$ cat src/rtl/stream_max_pool.sv
// stream_max_pool: streaming non-overlapping scale x scale pooling stage.
//
// Pixels arrive in raster order, one beat per pixel, with all channels packed
// in the beat. A per-channel horizontal partial (hacc) folds the pixels of one
// window row. A single line buffer of datawidth/scale entries carries the
// vertical partial between window rows. Only the window's last pixel produces
// an output beat, so no full-frame storage is needed.
//
// Ports:
//   clk, rst_n            clock, asynchronous active-low reset
//   in_valid/in_ready     input handshake, in_data = one packed pixel
//   out_valid/out_ready   output handshake, out_data = one pooled pixel
//   frame_done            high on the handshake of the last pooled pixel of a frame
//   mode                  (POOL_AVG_EN only) 0 = max pooling, 1 = average pooling
//
// Optional feature macro: POOL_AVG_EN. When it is defined, the mode port and
// the average path are added; scale must then be a power of two.
module stream_max_pool #(
  parameter int unsigned bitwidth    = 8,
  parameter int unsigned datawidth   = 24,
  parameter int unsigned dataheight  = 24,
  parameter int unsigned datachannel = 2,
  parameter int unsigned scale       = 2
) (
  input  logic                            clk,
  input  logic                            rst_n,
  input  logic                            in_valid,
  output logic                            in_ready,
  input  logic [bitwidth*datachannel-1:0] in_data,
`ifdef POOL_AVG_EN
  input  logic                            mode,
`endif
  output logic                            out_valid,
  input  logic                            out_ready,
  output logic [bitwidth*datachannel-1:0] out_data,
  output logic                            frame_done
);

  localparam int unsigned GridW = datawidth / scale;
  localparam int unsigned GridH = dataheight / scale;
  localparam int unsigned SW    = $clog2(scale);
  localparam int unsigned GWW   = (GridW > 1) ? $clog2(GridW) : 1;
  localparam int unsigned GHW   = (GridH > 1) ? $clog2(GridH) : 1;
`ifdef POOL_AVG_EN
  localparam int unsigned Shift = 2 * SW;
  // Wide enough to hold the sum of scale*scale samples.
  localparam int unsigned AW    = bitwidth + Shift;
`else
  localparam int unsigned AW    = bitwidth;
`endif
  localparam int unsigned DW    = bitwidth * datachannel;
  localparam int unsigned AccW  = AW * datachannel;

  localparam logic [SW-1:0]  SubLast    = SW'(scale - 1);
  localparam logic [GWW-1:0] ColBlkLast = GWW'(GridW - 1);
  localparam logic [GHW-1:0] RowBlkLast = GHW'(GridH - 1);

  // Position: col = cblk*scale + hcnt, row = rblk*scale + vcnt.
  logic [SW-1:0]   hcnt_q, vcnt_q;
  logic [GWW-1:0]  cblk_q;
  logic [GHW-1:0]  rblk_q;
  logic [AccW-1:0] hacc_q;
  logic [AccW-1:0] lbuf_q [GridW];
  logic            out_valid_q, out_last_q;
  logic [DW-1:0]   out_data_q;

  logic            accept;
  logic            h_first, h_last, v_first, v_last, c_last, r_last;
  logic [AccW-1:0] lb_rd, h_all, v_all;
  logic [DW-1:0]   res;

  function automatic logic [AW-1:0] umax(input logic [AW-1:0] a, input logic [AW-1:0] b);
    return (a > b) ? a : b;
  endfunction

  assign in_ready   = !out_valid_q || out_ready;
  assign accept     = in_valid && in_ready;
  assign out_valid  = out_valid_q;
  assign out_data   = out_data_q;
  assign frame_done = out_valid_q && out_ready && out_last_q;

  assign h_first = (hcnt_q == '0);
  assign h_last  = (hcnt_q == SubLast);
  assign v_first = (vcnt_q == '0);
  assign v_last  = (vcnt_q == SubLast);
  assign c_last  = (cblk_q == ColBlkLast);
  assign r_last  = (rblk_q == RowBlkLast);
  assign lb_rd   = lbuf_q[cblk_q];

  // The current beat is folded in combinationally, so the line-buffer entry
  // and hacc never need a read-after-write bypass.
  always_comb begin
    h_all = '0;
    v_all = '0;
    res   = '0;
    for (int c = 0; c < int'(datachannel); c++) begin
      logic [AW-1:0] px, ha, lb, hv, vv;
      px = AW'(in_data[c*bitwidth +: bitwidth]);
      ha = hacc_q[c*AW +: AW];
      lb = lb_rd[c*AW +: AW];
`ifdef POOL_AVG_EN
      if (mode) begin
        hv = h_first ? px : ha + px;
        vv = v_first ? hv : lb + hv;
        res[c*bitwidth +: bitwidth] = bitwidth'(vv >> Shift);
      end else begin
        hv = h_first ? px : umax(ha, px);
        vv = v_first ? hv : umax(lb, hv);
        res[c*bitwidth +: bitwidth] = bitwidth'(vv);
      end
`else
      hv = h_first ? px : umax(ha, px);
      vv = v_first ? hv : umax(lb, hv);
      res[c*bitwidth +: bitwidth] = vv;
`endif
      h_all[c*AW +: AW] = hv;
      v_all[c*AW +: AW] = vv;
    end
  end

  always_ff @(posedge clk or negedge rst_n) begin
    if (!rst_n) begin
      hcnt_q      <= '0;
      vcnt_q      <= '0;
      cblk_q      <= '0;
      rblk_q      <= '0;
      hacc_q      <= '0;
      out_valid_q <= 1'b0;
      out_last_q  <= 1'b0;
      out_data_q  <= '0;
    end else begin
      if (accept) begin
        hacc_q <= h_all;
        hcnt_q <= h_last ? '0 : hcnt_q + SW'(1);
        if (h_last) begin
          cblk_q <= c_last ? '0 : cblk_q + GWW'(1);
          if (c_last) begin
            vcnt_q <= v_last ? '0 : vcnt_q + SW'(1);
            if (v_last) rblk_q <= r_last ? '0 : rblk_q + GHW'(1);
          end
        end
      end
      // A new window result replaces the held one; in_ready guarantees the
      // held one is being taken this cycle.
      if (accept && h_last && v_last) begin
        out_valid_q <= 1'b1;
        out_data_q  <= res;
        out_last_q  <= c_last && r_last;
      end else if (out_ready) begin
        out_valid_q <= 1'b0;
      end
    end
  end

  // Line buffer has no reset: each entry is written on the first row of a
  // window band before it is read on later rows.
  always_ff @(posedge clk) begin
    if (accept && h_last && !v_last) lbuf_q[cblk_q] <= v_all;
  end

endmodule

$ cat config.mk
export PLATFORM = sky130hd
export DESIGN_NAME = stream_max_pool
export DESIGN_NICKNAME = d
export VERILOG_FILES = /design/src/rtl/stream_max_pool.sv
export SDC_FILE = /design/constraint.sdc
export NUM_CORES = 1
export LEC_CHECK = 0
export ABC_CLOCK_PERIOD_IN_PS = 7220
export BUFFER_PORTS_ARGS = -buffer_cell sky130_fd_sc_hd__buf_2
export CORE_ASPECT_RATIO = 0.8
export CORE_MARGIN = 1.5
export CORE_UTILIZATION = 33
export DETAILED_ROUTE_END_ITERATION = 6
export SYNTH_ARGS = -nofsm -noshare
export SYNTH_HDL_FRONTEND = slang
export SYNTH_SLANG_ARGS = --single-unit
export TNS_END_PERCENT = 10
$ cat constraint.sdc
create_clock -name clk -period 7.22 [get_ports clk]
set_clock_uncertainty 0.05 [all_clocks]
set_input_delay 1.083 -clock clk [delete_from_list [all_inputs] [get_ports clk]]
set_output_delay 1.083 -clock clk [all_outputs]
set_load 0.02 [all_outputs]
# == After elaboration in Yosys (flattened, before gate mapping) ==
# Memories as Yosys holds them, arrays and structs flattened.
# Index checks and enable logic that the tools add are counted.
# classes
add_sub_neg,4
order_cmp,4
n_eq_ne,2
mux,16
reduce_logical,14
# ops
cell,n
8-bit 2-to-1 mux,8
8-bit greater-than comparator,4
"4-bit by 1-bit adder with 4-bit output, second input constant",2
"4-bit equality test, second input constant",2
4-bit 2-to-1 mux,2
1-bit logical AND,7
1-bit 2-to-1 mux,6
4-bit AND reduction,1
3-bit AND reduction,1
"1-bit adder, second input constant",2
1-bit zero test,2
2-bit AND reduction,1
2-bit nonzero test,1
1-bit logical OR,1
# word_totals
register_bits,44
mem_bits_rw,192
out_inout_bits,19
elab_cells,49
memories,1
# memory_table
memory,depth,word_bits,read_ports,rd_ports_with_merged_regs,write_ports,line,rtl
lbuf_q,12,16,1,0,1,63,logic [AccW-1:0] lbuf_q [GridW];

# == Depth between registers and ports, before layout ==
# Gate-level depths: netlist (run 1).
# logic_depth
word_depth,7
ltp_mapped,17
ltp_nobuf,15

# == Least setup slack after synthesis (run 1) ==
# No wires, ideal clock.
# synth_timing
path_type,input -> register
startpoint,input port in_data[5]
endpoint,register out_data_q[5] (netlist: out_data[5])
arrival_ps,4502
required_time_ps,7103
setup_slack_ps,2601
stages,15
cell_sequence,inv_1 > ha_1 > a211oi_1 > nor2_1 > o311ai_1 > o21ai_0 > and2_1 > ha_1 > nand4_1 > or3b_1 > a21o_1 > and2_1 > buf_2 > a31oi_1 > mux2_2
# synth_via
elab_chain_len,6
# synth_lines
element,line,rtl
start: declaration,29,"input logic [bitwidth*datachannel-1:0] in_data,"
8-bit greater-than comparator,73,return (a > b) ? a : b;
8-bit 2-to-1 mux,73,
8-bit 2-to-1 mux (*),112,"hv = h_first ? px : umax(ha, px);"
8-bit greater-than comparator,73,
8-bit 2-to-1 mux,73,
8-bit 2-to-1 mux (*),113,"vv = v_first ? hv : umax(lb, hv);"
via res[5],70,logic [DW-1:0] res;
end signal: assignment,147,out_data_q <= res;
end: declaration,65,logic [DW-1:0] out_data_q;
# The timed path passes the listed nets; every way through them passes the cells marked *.
# A chain may end at the register's enable or synchronous reset.

# == Worst setup path after layout (run 1) ==
# layout_timing
startpoint,input port in_data[5]
endpoint,register out_data_q[3] (netlist: out_data[3])
# Same word-level chain as after synthesis.

==> impl_metrics.env, run 1 <==
export IMPL_yosys_warnings=0
export IMPL_reg2reg_depth=11
export IMPL_syn_inst=640
export IMPL_p_leak_nw=4.26
export IMPL_n_fill_cell=2893
export IMPL_critical_path_endpoint_type="flop"
export IMPL_design_portCount=39
export IMPL_grt_pass1_vias=5637
export IMPL_status="complete, no violations"
export IMPL_grt_usage=0.138
export IMPL_start_util=0.334
export IMPL_yosys_register_bits=236
export IMPL_cts_buffer_depth=3
export IMPL_rsz0062_at_grt="false"
export IMPL_gr_max_usage_layer="met1"
export IMPL_grt_pass1_wl_um=34500
export IMPL_synth_cell_area_mm2=0.0104
export IMPL_cts_buffers=22
export IMPL_synth_flop_cell="edfxtp_1"
export IMPL_core_area_mm2=0.0313
export IMPL_routed_via_count=5782
export IMPL_dp_hpwl_um=14200
export IMPL_tritoncts="done"
export IMPL_die_h_um=162
export IMPL_cts_resized=0
export IMPL_hold_class="flop to flop"
export IMPL_finalHoldViolCount=0
export IMPL_fin_crit_sh=0.716
export IMPL_crit_slowest_cell="a31oi_1"
export IMPL_wl_per_cell_um=20.1
export IMPL_overflow=0
export IMPL_cts_root_buf="clkbuf_16"
export IMPL_worstPathCellList="buf_2 > inv_1 > ha_1 > a211oi_1 > nor2_1 > o311ai_1 > o21ai_0 > and2_1 > ha_1 > nand4_1 > or3b_1 > a21o_1 > and2_1 > a31oi_1 > mux2_2"
export IMPL_diodes=0
export IMPL_htreeDepth=1
export IMPL_peakVddDrop_v=0.000209
export IMPL_fp_dieW_um=202
export IMPL_crit_type="primary input to flop"
export IMPL_startpoint_type="primary input"
export IMPL_drc_errors=0
export IMPL_fin_crit_ps=5170
export IMPL_synth_distinct_cells=54
export IMPL_final_cell_mix="edfxtp_1, nand2_1, dfrtp_1, o21ai_0, buf_2"
export IMPL_ant_nets=0
export IMPL_min_from="out_last_q$_DFFE_PN0P_"
export IMPL_hold_path_depth=2
export IMPL_synth_fp_nets=697
export IMPL_gr_usage_met3=0.0217
export IMPL_reg2reg_to="out_data[3]$_DFFE_PN0P_"
export IMPL_worstPathArrival_ps=5560
export IMPL_crit_fanout=13
export IMPL_dr_pass1_iters=5
export IMPL_worst_ep_required_time_ps=7610
export IMPL_grt_max_degree=45
export IMPL_met1_usage=0.217
export IMPL_clock_fmax_mhz=193
export IMPL_synth_edf_count=192
export IMPL_power_mw=4.89
export IMPL_die_area_mm2=0.0327
export IMPL_cts_sinks=236
export IMPL_cts_setup_buffers=0
export IMPL_via_per_inst=5.15
export IMPL_syn2layout_area_growth_pct=13.7
export IMPL_yosysSeqAreaShare=0.658
export IMPL_use_met2=0.203
export IMPL_max_cap_violations=0
export IMPL_io_buffers=38
export IMPL_slew_viol_final=0
export IMPL_fin_nets=744
export IMPL_whs_endpoint="out_last_q$_DFFE_PN0P_"
export IMPL_drive_gt1_frac=0.220
export IMPL_slew_headroom=0.131
export IMPL_gp_congestion=0.763
export IMPL_place_ws_ps=1560
export IMPL_powerDensity_mw_per_mm2=412
export IMPL_synth_area_per_cell_um2=16.3
export IMPL_drtIter0Drc=480
export IMPL_setup_violations=0
export IMPL_critical_path_max_stage_delay_ps=930
export IMPL_tightest_slew_ps=1300
export IMPL_clk_pin_slew_ps=60
export IMPL_final_common_cell="edfxtp_1"
export IMPL_r2r_start="cblk_q[0]$_DFFE_PN0P_"
export IMPL_setup_tns_ps=0
export IMPL_synth_async_sr_flop_share=0.186
export IMPL_worst_slack_ps=2050
export IMPL_r2r_setup_slack_ps=2100
export IMPL_clk_latency_ps=500
export IMPL_antenna_found_initial=0
export IMPL_timing_hold_ws_ps=443
export IMPL_cts_hold_buf=0
export IMPL_row_count=58
export IMPL_wl_um=22600
-- final cells by class --
class	count	area, um2	share of cell area
multi-input combinational	352	3340	0.282
tap	420	526	0.0443
timing repair buffer	52	295	0.0249
inverter	23	86.3	0.00728
clock inverter	13	143	0.0120
sequential	236	6870	0.579
clock buffer	27	601	0.0506
-- routing by layer --
metal | wire [um] | part of all wire
met1 | 11300 | 0.50
met2 | 9770 | 0.43
met3 | 1270 | 0.056
met4 | 199 | 0.0088
met5 | 0 | 0
-- critical path: cells and delay by family --
| kind | cells | cell delay, ps |
|---|---|---|
| AO/OA/AOI/OAI | 5 | 2270 |
| AND/OR/NAND/NOR | 5 | 1190 |
| adder cells (fa/ha/maj) | 2 | 580 |
| multiplexers | 1 | 310 |
| buffers and inverters | 2 | 130 |
-- flip-flops by register name (all words and copies together) (netlist names) --
name	count
cblk_q	4
h_last	1
hacc_q	16
lbuf_q	192
out_data	16
out_last_q	1
out_valid	1
rblk_q	4
v_last	1
-- worst max path at each step --
stage / from / to / cells after the start
floorplan: in_data[5] / out_data[5]$_DFFE_PN0P_ / 15
global placement: in_data[15] / out_data[12]$_DFFE_PN0P_ / 14
detailed placement: in_data[5] / out_data[3]$_DFFE_PN0P_ / 15
CTS: cblk_q[0]$_DFFE_PN0P_ / out_data[3]$_DFFE_PN0P_ / 11
global route: in_data[15] / lbuf_q[2][12]$_DFFE_PP_ / 13
finish: in_data[5] / out_data[3]$_DFFE_PN0P_ / 15
-- kinds of logic after synthesis --
kind of cell / share of synthesized area
xor gates and xnor gates: 0.000840
DFF: 0.658
adders and majority gates: 0.0444
AOI/OAI and AO/OA: 0.0621
buffers and inverters: 0.0239
and+or+nand+nor: 0.0588
muxes: 0.152
-- synth_stat cells (2+ instances only) --
master / number / area share
a211oi_1: 3 / 0.0022
a21o_1: 5 / 0.0036
a21oi_1: 23 / 0.011
a31oi_1: 13 / 0.0078
and2_1: 13 / 0.0078
and3_1: 5 / 0.0030
and4_1: 2 / 0.0017
buf_2: 10 / 0.0048
buf_4: 2 / 0.0014
buf_6: 4 / 0.0043
clkbuf_1: 11 / 0.0040
dfrtp_1: 44 / 0.11
edfxtp_1: 192 / 0.55
ha_1: 37 / 0.044
inv_1: 22 / 0.0079
mux2_2: 16 / 0.017
mux2i_1: 25 / 0.024
mux4_1: 12 / 0.030
mux4_2: 36 / 0.078
nand2_1: 48 / 0.017
nand3_1: 8 / 0.0038
nand3b_1: 3 / 0.0022
nand4_1: 9 / 0.0054
nor2_1: 6 / 0.0022
nor2b_1: 4 / 0.0024
nor3_1: 4 / 0.0019
nor4_1: 5 / 0.0030
o211ai_1: 5 / 0.0036
o21ai_0: 38 / 0.018
o21ai_1: 10 / 0.0048
o31ai_1: 2 / 0.0014
-- metrics by stage --
step / util / instances / cell area [um2]
CTS: 0.379 / 1123 / 11900
detailed placement: 0.356 / 1083 / 11100
floorplan: - / 640 / 10400
global placement: 0.356 / 1083 / 11100
finish: 0.379 / 1123 / 11900
global route: 0.379 / 1123 / 11900
-- power breakdown --
part / switching, mW / leakage (nW) / internal, mW
logic: 0.961 / 1.62 / 0.646
clock network: 0.496 / 0.370 / 0.701
registers: 0.219 / 2.27 / 1.87
(Power assumes the default switching activity.)
==> run 2, diff against run 1 <==
--- a/config.mk
+++ b/config.mk
@@ -5,7 +5,7 @@
 export SDC_FILE = /design/constraint.sdc
 export NUM_CORES = 1
 export LEC_CHECK = 0
-export ABC_CLOCK_PERIOD_IN_PS = 7220
+export ABC_CLOCK_PERIOD_IN_PS = 4700
 export BUFFER_PORTS_ARGS = -buffer_cell sky130_fd_sc_hd__buf_2
 export CORE_ASPECT_RATIO = 0.8
 export CORE_MARGIN = 1.5
==> constraint.sdc (replaced) <==
create_clock -name clk -period 4.7 [get_ports clk]
set_clock_uncertainty 0.05 [all_clocks]
set_input_delay 0.705 -clock clk [delete_from_list [all_inputs] [get_ports clk]]
set_output_delay 0.705 -clock clk [all_outputs]
set_load 0.02 [all_outputs]
==> impl_metrics.env, run 2 (synthesis gave the netlist of run 1 again) <==
export IMPL_status="complete, no violations"
export IMPL_power_mw=7.62
export IMPL_peakVddDrop_v=0.000381
export IMPL_p_leak_nw=4.41
export IMPL_finalHoldViolCount=0
export IMPL_grt_max_degree=45
export IMPL_slew_viol_final=0
export IMPL_wl_um=22600
export IMPL_routed_via_count=5830
export IMPL_die_h_um=162
export IMPL_antenna_found_initial=0
export IMPL_dr_wl_met3_um=1190
export IMPL_combPwrFrac=0.352
export IMPL_powerDensity_mw_per_mm2=628
export IMPL_largest_reg_flops=192
export IMPL_overflow=0
export IMPL_max_cap_violations=0
export IMPL_clock_fmax_mhz=225
export IMPL_io_buffers=38
export IMPL_fin_crit_sh=0.944
export IMPL_setup_tns_ps=0
export IMPL_wl_per_cell_um=19.5
export IMPL_worstPathArrival_ps=4520
export IMPL_clk_pin_slew_ps=60
export IMPL_clk_latency_ps=510
export IMPL_tightest_slew_ps=1190
export IMPL_gp_congestion=0.777
export IMPL_met2_length_um=10200
export IMPL_grt_pass1_wl_um=35100
export IMPL_row_count=58
export IMPL_cts_setup_buffers=0
export IMPL_met1_length_um=10800
export IMPL_cts_buffer_depth=3
export IMPL_post_route_util=0.388
export IMPL_grt_pass1_vias=5915
export IMPL_startpoint_type="flop"
export IMPL_cts_root_buf="clkbuf_16"
export IMPL_hold_class="primary input to async pin"
export IMPL_pwr_share_clk=0.235
export IMPL_fin_crit_ps=4440
export IMPL_tritoncts="done"
export IMPL_drc_errors=0
export IMPL_worst_slack_ps=262
export IMPL_largest_register="lbuf_q"
export IMPL_timing_hold_ws_ps=240
export IMPL_slew_headroom=0.202
export IMPL_cts_hold_buf=0
export IMPL_worst_ep_required_time_ps=4780
export IMPL_seqCellArea_mm2=0.00687
export IMPL_final_common_cell="edfxtp_1"
export IMPL_final_cell_mix="edfxtp_1, buf_4, nand2_1, dfrtp_1"
export IMPL_p_seq_frac=0.413
export IMPL_htreeDepth=1
export IMPL_routed_top_layer="met4"
export IMPL_fin_nets=781
export IMPL_dr_pass1_iters=5
export IMPL_grt_usage=0.140
export IMPL_p_sw_mw=2.61
export IMPL_multiInputGateArea_mm2=0.00334
export IMPL_via_per_inst=5.03
export IMPL_drtIter0Drc=435
export IMPL_diodes=0
export IMPL_setup_violations=0
export IMPL_ant_nets=0
export IMPL_p_sw_frac=0.342
export IMPL_intPower_mw=5.01
export IMPL_critical_path_endpoint_type="flop"
export IMPL_crit_type="flop to flop"
export IMPL_cts_sinks=236
export IMPL_fp_dieW_um=202
export IMPL_start_util=0.334
export IMPL_place_ws_ps=-163
export IMPL_design_portCount=39
export IMPL_die_area_mm2=0.0327
export IMPL_dp_hpwl_um=14600
export IMPL_syn2layout_area_growth_pct=16.3
export IMPL_n_fill_cell=2886
export IMPL_crit_fanout=13
export IMPL_cts_buffers=23
export IMPL_drive_gt1_frac=0.255
export IMPL_core_area_mm2=0.0313
export IMPL_rsz0062_at_grt="true"
-- run 2: critical path, stage by stage, from the launching register on --
cell,delay [ps]
dfrtp_1,400
ha_1,330
and2_1,160
a211oi_1,110
a211oi_4,580
mux2i_1,320
inv_1,70
ha_1,280
nand4_1,110
or3b_2,440
a21o_1,280
a31oi_1,930
-- run 2: worst paths after layout --
path,startpoint,to,slack [ps],depth (start not counted)
worst min register to register,hacc_q[0]$_DFFE_PN0P_,hacc_q[0]$_DFFE_PN0P_,440,2
worst max register to register,hacc_q[15]$_DFFE_PN0P_,lbuf_q[0][10]$_DFFE_PP_,260,11
max in group asynchronous,rst_n,cblk_q[0]$_DFFE_PN0P_,3890,2
min in group clk,hacc_q[0]$_DFFE_PN0P_,hacc_q[0]$_DFFE_PN0P_,440,2
worst max-delay path,hacc_q[15]$_DFFE_PN0P_,lbuf_q[0][10]$_DFFE_PP_,260,11
worst min-delay path,rst_n,hacc_q[14]$_DFFE_PN0P_,240,2
-- run 2: timing repair --
action,in CTS,in global routing
gates resized for setup,0,0
endpoints found under the hold margin,0,0
endpoints found under the setup margin,0,26
-- run 2: through the flow --
| stage | cells | cell area [um2] |
|---|---|---|
| 2_1_floorplan | 640 | 10400 |
| 3_3_place_gp | 1119 | 11400 |
| 3_5_place_dp | 1119 | 11400 |
| 4_1_cts | 1160 | 12100 |
| 5_1_grt | 1160 | 12100 |
| 6_report | 1160 | 12100 |
-- run 2: layout make-up --
class | instances | area share
multi-input cells | 352 | 0.276
well taps | 420 | 0.0433
clock inverters | 13 | 0.00938
inverters | 23 | 0.00711
clock buffers | 28 | 0.0506
repair buffers | 88 | 0.0476
flip-flops and latches | 236 | 0.566
-- run 2: metal layers --
layer / vias to the layer above / global-route usage
met5: - / 0
met4: 0 / 0.0248
met3: 31 / 0.0201
met2: 149 / 0.219
met1: 2935 / 0.209
li1: 2715 / -
-- run 2: power groups by stage --
stage / sequential, mW / clock, mW / combinational [mW]
finish: 3.15 / 1.79 / 2.68
global route: 3.19 / 1.89 / 2.97
CTS: 3.16 / 1.82 / 2.71
detailed placement: 3.20 / 0 / 2.70
global placement: 3.20 / 0 / 2.66
floorplan: 3.07 / 0 / 1.86
